File: src/rtl/nmr_bstrm_scan_ctrl.sv
// nmr_bstrm_scan_ctrl: scan sequencer for the NMR bitstream FIFO player (prefill, start, wait end, TR delay).
// Latency: CMD_START -> BS_START 2 cycles with a full FIFO; BS_DEND -> SCAN_CNT / DONE 1 cycle; BUSY is registered.
// Backpressure: a scan is armed only once FIFO_LEVEL >= PREFILL_LVL; after PREFILL_TMO cycles of waiting the run ends with ERR_TMO.
//
// Ports:
//   CLK, RST_N             clock, asynchronous active-low reset
//   CMD_START, CMD_ABORT   SoC commands (start sampled in IDLE only, abort ignored in IDLE)
//   NUM_SCANS, TR_DELAY    run configuration, latched when a start is accepted
//   FIFO_LEVEL             bitstream FIFO fill level
//   BS_START, BS_STOP      start pulse / abort stop towards the bitstream player
//   BS_DEND                end-of-bitstream from the player (honoured in RUN only)
//   BUSY, DONE, SCAN_CNT   run status: not-idle, normal completion pulse, completed scans
//   ABORTED, ERR_TMO       sticky error flags, cleared by the next accepted start
module nmr_bstrm_scan_ctrl #(
   parameter int LEVEL_W     = 10,
   parameter int PREFILL_LVL = 16,
   parameter int PREFILL_TMO = 65535,
   parameter int ABORT_HOLD  = 4
) (
   input  logic               CLK,
   input  logic               RST_N,
   input  logic               CMD_START,
   input  logic               CMD_ABORT,
   input  logic [15:0]        NUM_SCANS,
   input  logic [31:0]        TR_DELAY,
   input  logic [LEVEL_W-1:0] FIFO_LEVEL,
   output logic               BS_START,
   output logic               BS_STOP,
   input  logic               BS_DEND,
   output logic               BUSY,
   output logic               DONE,
   output logic [15:0]        SCAN_CNT,
   output logic               ABORTED,
   output logic               ERR_TMO
);

   // Prefill counter holds 0 .. PREFILL_TMO-1, abort counter 0 .. ABORT_HOLD-1.
   localparam int PW = (PREFILL_TMO > 1) ? $clog2(PREFILL_TMO) : 1;
   localparam int HW = (ABORT_HOLD > 1) ? $clog2(ABORT_HOLD) : 1;
   localparam logic [PW-1:0]      PTMO_LAST = PW'(PREFILL_TMO - 1);
   localparam logic [HW-1:0]      HOLD_LAST = HW'(ABORT_HOLD - 1);
   localparam logic [LEVEL_W-1:0] LVL_MIN   = LEVEL_W'(PREFILL_LVL);

   typedef enum logic [2:0] {
      S_IDLE,
      S_PREFILL,
      S_ARM,
      S_RUN,
      S_DELAY,
      S_FIN,
      S_ABORT
   } state_t;

   state_t        state_q;
   logic [15:0]   nscans_q;
   logic [31:0]   tr_q;
   logic [31:0]   dly_cnt_q;
   logic [PW-1:0] pf_cnt_q;
   logic [HW-1:0] hold_cnt_q;
   logic [15:0]   scan_cnt_q;
   logic          lvl_ok_q;
   logic          bs_start_q;
   logic          bs_stop_q;
   logic          busy_q;
   logic          done_q;
   logic          aborted_q;
   logic          err_tmo_q;

   logic [15:0]   scan_cnt_d;
   logic          abort_d;

   assign scan_cnt_d = scan_cnt_q + 16'd1;
   // An abort arriving while already aborting does not restart the hold,
   // so a level-held CMD_ABORT still lets the block return to IDLE.
   assign abort_d    = CMD_ABORT && (state_q != S_IDLE) && (state_q != S_ABORT);

   always_ff @(posedge CLK or negedge RST_N) begin
      if (!RST_N) begin
         state_q    <= S_IDLE;
         nscans_q   <= '0;
         tr_q       <= '0;
         dly_cnt_q  <= '0;
         pf_cnt_q   <= '0;
         hold_cnt_q <= '0;
         scan_cnt_q <= '0;
         lvl_ok_q   <= 1'b0;
         bs_start_q <= 1'b0;
         bs_stop_q  <= 1'b0;
         busy_q     <= 1'b0;
         done_q     <= 1'b0;
         aborted_q  <= 1'b0;
         err_tmo_q  <= 1'b0;
      end else begin
         // Threshold compare is registered to keep FIFO_LEVEL off the FSM
         // path; a level crossing therefore reaches ARM two cycles later.
         lvl_ok_q   <= (FIFO_LEVEL >= LVL_MIN);
         bs_start_q <= 1'b0;
         done_q     <= 1'b0;

         if (abort_d) begin
            // Abort outranks end-of-bitstream and prefill timeout in the same cycle.
            state_q    <= S_ABORT;
            bs_stop_q  <= 1'b1;
            aborted_q  <= 1'b1;
            hold_cnt_q <= '0;
         end else begin
            case (state_q)
               S_IDLE: begin
                  if (CMD_START) begin
                     nscans_q   <= NUM_SCANS;
                     tr_q       <= TR_DELAY;
                     scan_cnt_q <= '0;
                     aborted_q  <= 1'b0;
                     err_tmo_q  <= 1'b0;
                     busy_q     <= 1'b1;
                     if (NUM_SCANS == 16'd0) begin
                        state_q <= S_FIN;
                        done_q  <= 1'b1;
                     end else begin
                        state_q  <= S_PREFILL;
                        pf_cnt_q <= '0;
                     end
                  end
               end
               S_PREFILL: begin
                  if (lvl_ok_q) begin
                     state_q    <= S_ARM;
                     bs_start_q <= 1'b1;
                  end else if (pf_cnt_q == PTMO_LAST) begin
                     state_q   <= S_IDLE;
                     err_tmo_q <= 1'b1;
                     busy_q    <= 1'b0;
                  end else begin
                     pf_cnt_q <= pf_cnt_q + 1'b1;
                  end
               end
               S_ARM: begin
                  state_q <= S_RUN;
               end
               S_RUN: begin
                  if (BS_DEND) begin
                     scan_cnt_q <= scan_cnt_d;
                     if (scan_cnt_d == nscans_q) begin
                        state_q <= S_FIN;
                        done_q  <= 1'b1;
                     end else if (tr_q == 32'd0) begin
                        state_q  <= S_PREFILL;
                        pf_cnt_q <= '0;
                     end else begin
                        // Count TR-1 down to 0 inclusive: exactly TR cycles in DELAY.
                        state_q   <= S_DELAY;
                        dly_cnt_q <= tr_q - 32'd1;
                     end
                  end
               end
               S_DELAY: begin
                  if (dly_cnt_q == 32'd0) begin
                     state_q  <= S_PREFILL;
                     pf_cnt_q <= '0;
                  end else begin
                     dly_cnt_q <= dly_cnt_q - 32'd1;
                  end
               end
               S_FIN: begin
                  state_q <= S_IDLE;
                  busy_q  <= 1'b0;
               end
               S_ABORT: begin
                  if (hold_cnt_q == HOLD_LAST) begin
                     state_q   <= S_IDLE;
                     bs_stop_q <= 1'b0;
                     busy_q    <= 1'b0;
                  end else begin
                     hold_cnt_q <= hold_cnt_q + 1'b1;
                  end
               end
               default: begin
                  state_q   <= S_IDLE;
                  bs_stop_q <= 1'b0;
                  busy_q    <= 1'b0;
               end
            endcase
         end
      end
   end

   assign BS_START = bs_start_q;
   assign BS_STOP  = bs_stop_q;
   assign BUSY     = busy_q;
   assign DONE     = done_q;
   assign SCAN_CNT = scan_cnt_q;
   assign ABORTED  = aborted_q;
   assign ERR_TMO  = err_tmo_q;

endmodule

File: config.mk
export PLATFORM = sky130hd
export DESIGN_NAME = nmr_bstrm_scan_ctrl
export DESIGN_NICKNAME = d
export VERILOG_FILES = /design/src/rtl/nmr_bstrm_scan_ctrl.sv
export SDC_FILE = /design/constraint.sdc
export NUM_CORES = 1
export LEC_CHECK = 0
export CORE_MARGIN = 2
export CORE_UTILIZATION = 25
export CTS_BUF_LIST = sky130_fd_sc_hd__clkbuf_2 sky130_fd_sc_hd__clkbuf_4 sky130_fd_sc_hd__clkbuf_8
export DETAILED_ROUTE_END_ITERATION = 12
export PLACE_DENSITY = 0.53
export SETUP_SLACK_MARGIN = 0.4
export SLEW_MARGIN = 25
export SYNTH_ARGS = -nofsm -noshare
export SYNTH_HDL_FRONTEND = slang
export SYNTH_SLANG_ARGS = --single-unit
File: constraint.sdc
create_clock -name CLK -period 3.1 [get_ports CLK]
set_input_delay 0.775 -clock CLK [delete_from_list [all_inputs] [get_ports CLK]]
set_output_delay 0.775 -clock CLK [all_outputs]
set_load 0.05 [all_outputs]
==> flow_metrics.env <==
export IMPL_status="completed"
export IMPL_path_cells="or4_4, nor4b_4, nor4b_4, nor3_1, o21a_2, and2_4, buf_8, a21o_2, o311a_1"
export IMPL_critPathKind="reg2reg"
export IMPL_dp_hpwl_um=15050
export IMPL_antennaDiodeCount=0
export IMPL_cpPeakStageDelay_ns=0.57
export IMPL_gr_total_overflow=0
export IMPL_die_area_sq_um=32880
export IMPL_syn_area_sq_um=7860
export IMPL_synth_nets=910
export IMPL_grt_usage=0.1371
export IMPL_setup_violations=0
export IMPL_synthToLayoutAreaGrowth_pct=33.86
export IMPL_cts_tree="done"
export IMPL_fin_crit_sh=0.8606
export IMPL_post_layout_nonfiller_instances=1395
export IMPL_layout_commonest_cell="dfrtp_1"
export IMPL_placed_cells=1304
export IMPL_cts_root_buf="clkbuf_8"
export IMPL_first_global_vias=6703
export IMPL_ant_nets=0
export IMPL_gp_congestion=0.7968
export IMPL_hold_viol=0
export IMPL_crit_buf_inv=1
export IMPL_p_per_area_nw_per_um2=803.4
export IMPL_hold_path_class="in2async"
export IMPL_ios=85
export IMPL_post_route_min_period_ns=2.668
export IMPL_synth_seq_area_share=0.3948
export IMPL_wl_per_cell_um=16.14
export IMPL_route_detailed_drc=0
export IMPL_row_count=64
export IMPL_final_nets=1054
export IMPL_max_cap_violations=0
export IMPL_post_route_util=0.3422
export IMPL_start_util=0.2556
export IMPL_dpl_instance_area_sq_um=9216
export IMPL_core_sq_um=30750
export IMPL_relSlewSlack=0.4300
export IMPL_grt_max_degree=64
export IMPL_leakage_nw=4.091
export IMPL_grt_pass1_wl_um=36560
export IMPL_postLayoutCellArea_sq_um=10520
export IMPL_end_kind="register"
export IMPL_synth_edf_count=0
export IMPL_clk_latency_ns=0.46
export IMPL_cp_start_kind="register"
export IMPL_drt_iter0_markers=457
export IMPL_clock_skew_ns=0.01927
export IMPL_clock_sinks=124
export IMPL_crit_family="simple AND/OR/NAND/NOR gates"
export IMPL_die_h_um=181.3
export IMPL_synth_distinct_cells=81
export IMPL_vdd_drop_max_mv=0.3646
export IMPL_drive_above_1_share=0.2813
export IMPL_synthArstFlopShare=1.000
export IMPL_drv_slew=0
export IMPL_ys_warn_count=0
export IMPL_cpMostUsedCell="nor4b_4"
export IMPL_wl_um=22520
export IMPL_worst_pin_slew_ns=0.8549
export IMPL_ys_ff_latch=124
export IMPL_rsz0062_at_grt="yes"
export IMPL_avgSynthCellArea_sq_um=9.335
export IMPL_max_clock_freq_ghz=0.3748
export IMPL_critPathSlowestCell="or4_4"
export IMPL_netlist_instances=842
export IMPL_cts_hold_buf=0
export IMPL_routed_via_density=4.974
export IMPL_synth_flop_cell="dfrtp_1"
export IMPL_die_x_um=181.3
export IMPL_drtPass1Iterations=5
export IMPL_cp_max_fo=11
export IMPL_critPathRequiredTime_ns=3.43
export IMPL_io_buffers=80
export IMPL_antenna_found_initial=0
export IMPL_cts_buffers_inserted=17
export IMPL_final_cell_mix="dfrtp_1, nor2_1, clkdlybuf4s50_1"
export IMPL_vias=6939
export IMPL_tns_ns=0
export IMPL_arrival_ns=3.00
export IMPL_htree_levels=4
export IMPL_clk_pin_slew_ns=0.08
export IMPL_clk_path_buf_depth=2
cell families (layout without fill, tap and decap cells):
group | count (synthesis) | in the layout | synth area share
simple gates | 327 | 327 | 0.2216
compound gates | 223 | 223 | 0.1972
flops | 124 | 124 | 0.3948
mux | 69 | 69 | 0.09519
buf+inv | 60 | 217 | 0.04537
xor+xnor | 34 | 34 | 0.03789
fa+ha+maj | 5 | 5 | 0.007959
what timing repair did:
item,in CTS,in global routing
hold endpoints to repair,0,0
gates cloned,0,2
pin swaps,21,26
gates resized for setup,29,73
endpoints found under the setup margin,48,50
setup buffers,31,26
cell type report:
class | count | area (sq um)
Clock buffer | 25 | 312.8
Inverter | 11 | 41.29
Tap cell | 396 | 495.5
Multi-Input combinational cell | 658 | 4797
Clock inverter | 7 | 65.06
Sequential cell | 124 | 3119
Fill cell | 3132 | 20230
Timing Repair Buffer | 174 | 1690
sequential cells by signal, summed over array words and instances, names as in the netlist:
register / count
dly_cnt_q: 32
tr_q: 32
SCAN_CNT: 16
nscans_q: 16
pf_cnt_q: 16
state_q: 3
hold_cnt_q: 2
ABORTED: 1
BS_START: 1
BS_STOP: 1
BUSY: 1
DONE: 1
ERR_TMO: 1
lvl_ok_q: 1
where the power goes:
group	switching, mW	internal [mW]	total [mW]	leakage, nW
logic	2.16	1.94	4.10	2.37
registers	0.726	2.22	2.95	1.52
clock network	0.669	0.736	1.41	0.197
synth_stat cells (4+ instances only):
library cell    n  area share
and3_1         17       0.014
buf_2          12      0.0076
nand3_1        31       0.020
a21oi_1        56       0.036
o21ai_0        73       0.046
nand3b_1        4      0.0038
ha_1            5      0.0080
clkbuf_1       20      0.0096
o31ai_1        15       0.014
o41ai_1         4      0.0045
buf_4           4      0.0038
nor2_1         94       0.045
o21a_1          6      0.0057
and2_1          6      0.0048
nand2b_1       15       0.012
or3_1           6      0.0048
buf_6           5      0.0072
nand4_1        11      0.0088
nand2_1        59       0.028
nor2b_1         7      0.0056
inv_1          11      0.0053
xnor2_1        19       0.021
dfrtp_1       124        0.39
xor2_1         15       0.017
mux2_2         46       0.066
nor4_1         11      0.0088
clkbuf_8        4      0.0070
a31oi_1        10      0.0080
mux2i_1        23       0.029
nor3_1         40       0.025
a221oi_2       17       0.032
metal layers:
| layer | wire length [um] | global-route usage | up-vias |
|---|---|---|---|
| li1 | - | - | 3408 |
| met1 | 11000 | 0.1922 | 3396 |
| met2 | 10560 | 0.2152 | 114 |
| met3 | 679 | 0.02661 | 21 |
| met4 | 278 | 0.03675 | 0 |
| met5 | 0 | 0 | - |
through the flow:
step / worst slack, ns / power [mW] / hold WS, ns
2_1_floorplan: 0.08752 / 5.525 / 0.4371
3_3_place_gp: 0.1406 / 6.379 / 0.4685
3_5_place_dp: 0.09781 / 6.447 / 0.4743
4_1_cts: 0.3469 / 8.084 / 0.4440
5_1_grt: 0.3281 / 9.122 / 0.4811
6_report: 0.4321 / 8.453 / 0.4202
path summary, 6_finish.rpt:
check	from	to	slack [ns]	cells past startpoint
worst max register to register	tr_q[13]	dly_cnt_q[27]	0.43	9
max in group asynchronous	RST_N	tr_q[11]	1.93	2
min in group CLK	pf_cnt_q[15]	pf_cnt_q[15]	0.48	1
worst min register to register	pf_cnt_q[15]	pf_cnt_q[15]	0.48	1
worst min-delay path	RST_N	pf_cnt_q[5]	0.42	1
worst max-delay path	tr_q[13]	dly_cnt_q[27]	0.43	9
(Power assumes the default switching activity.)
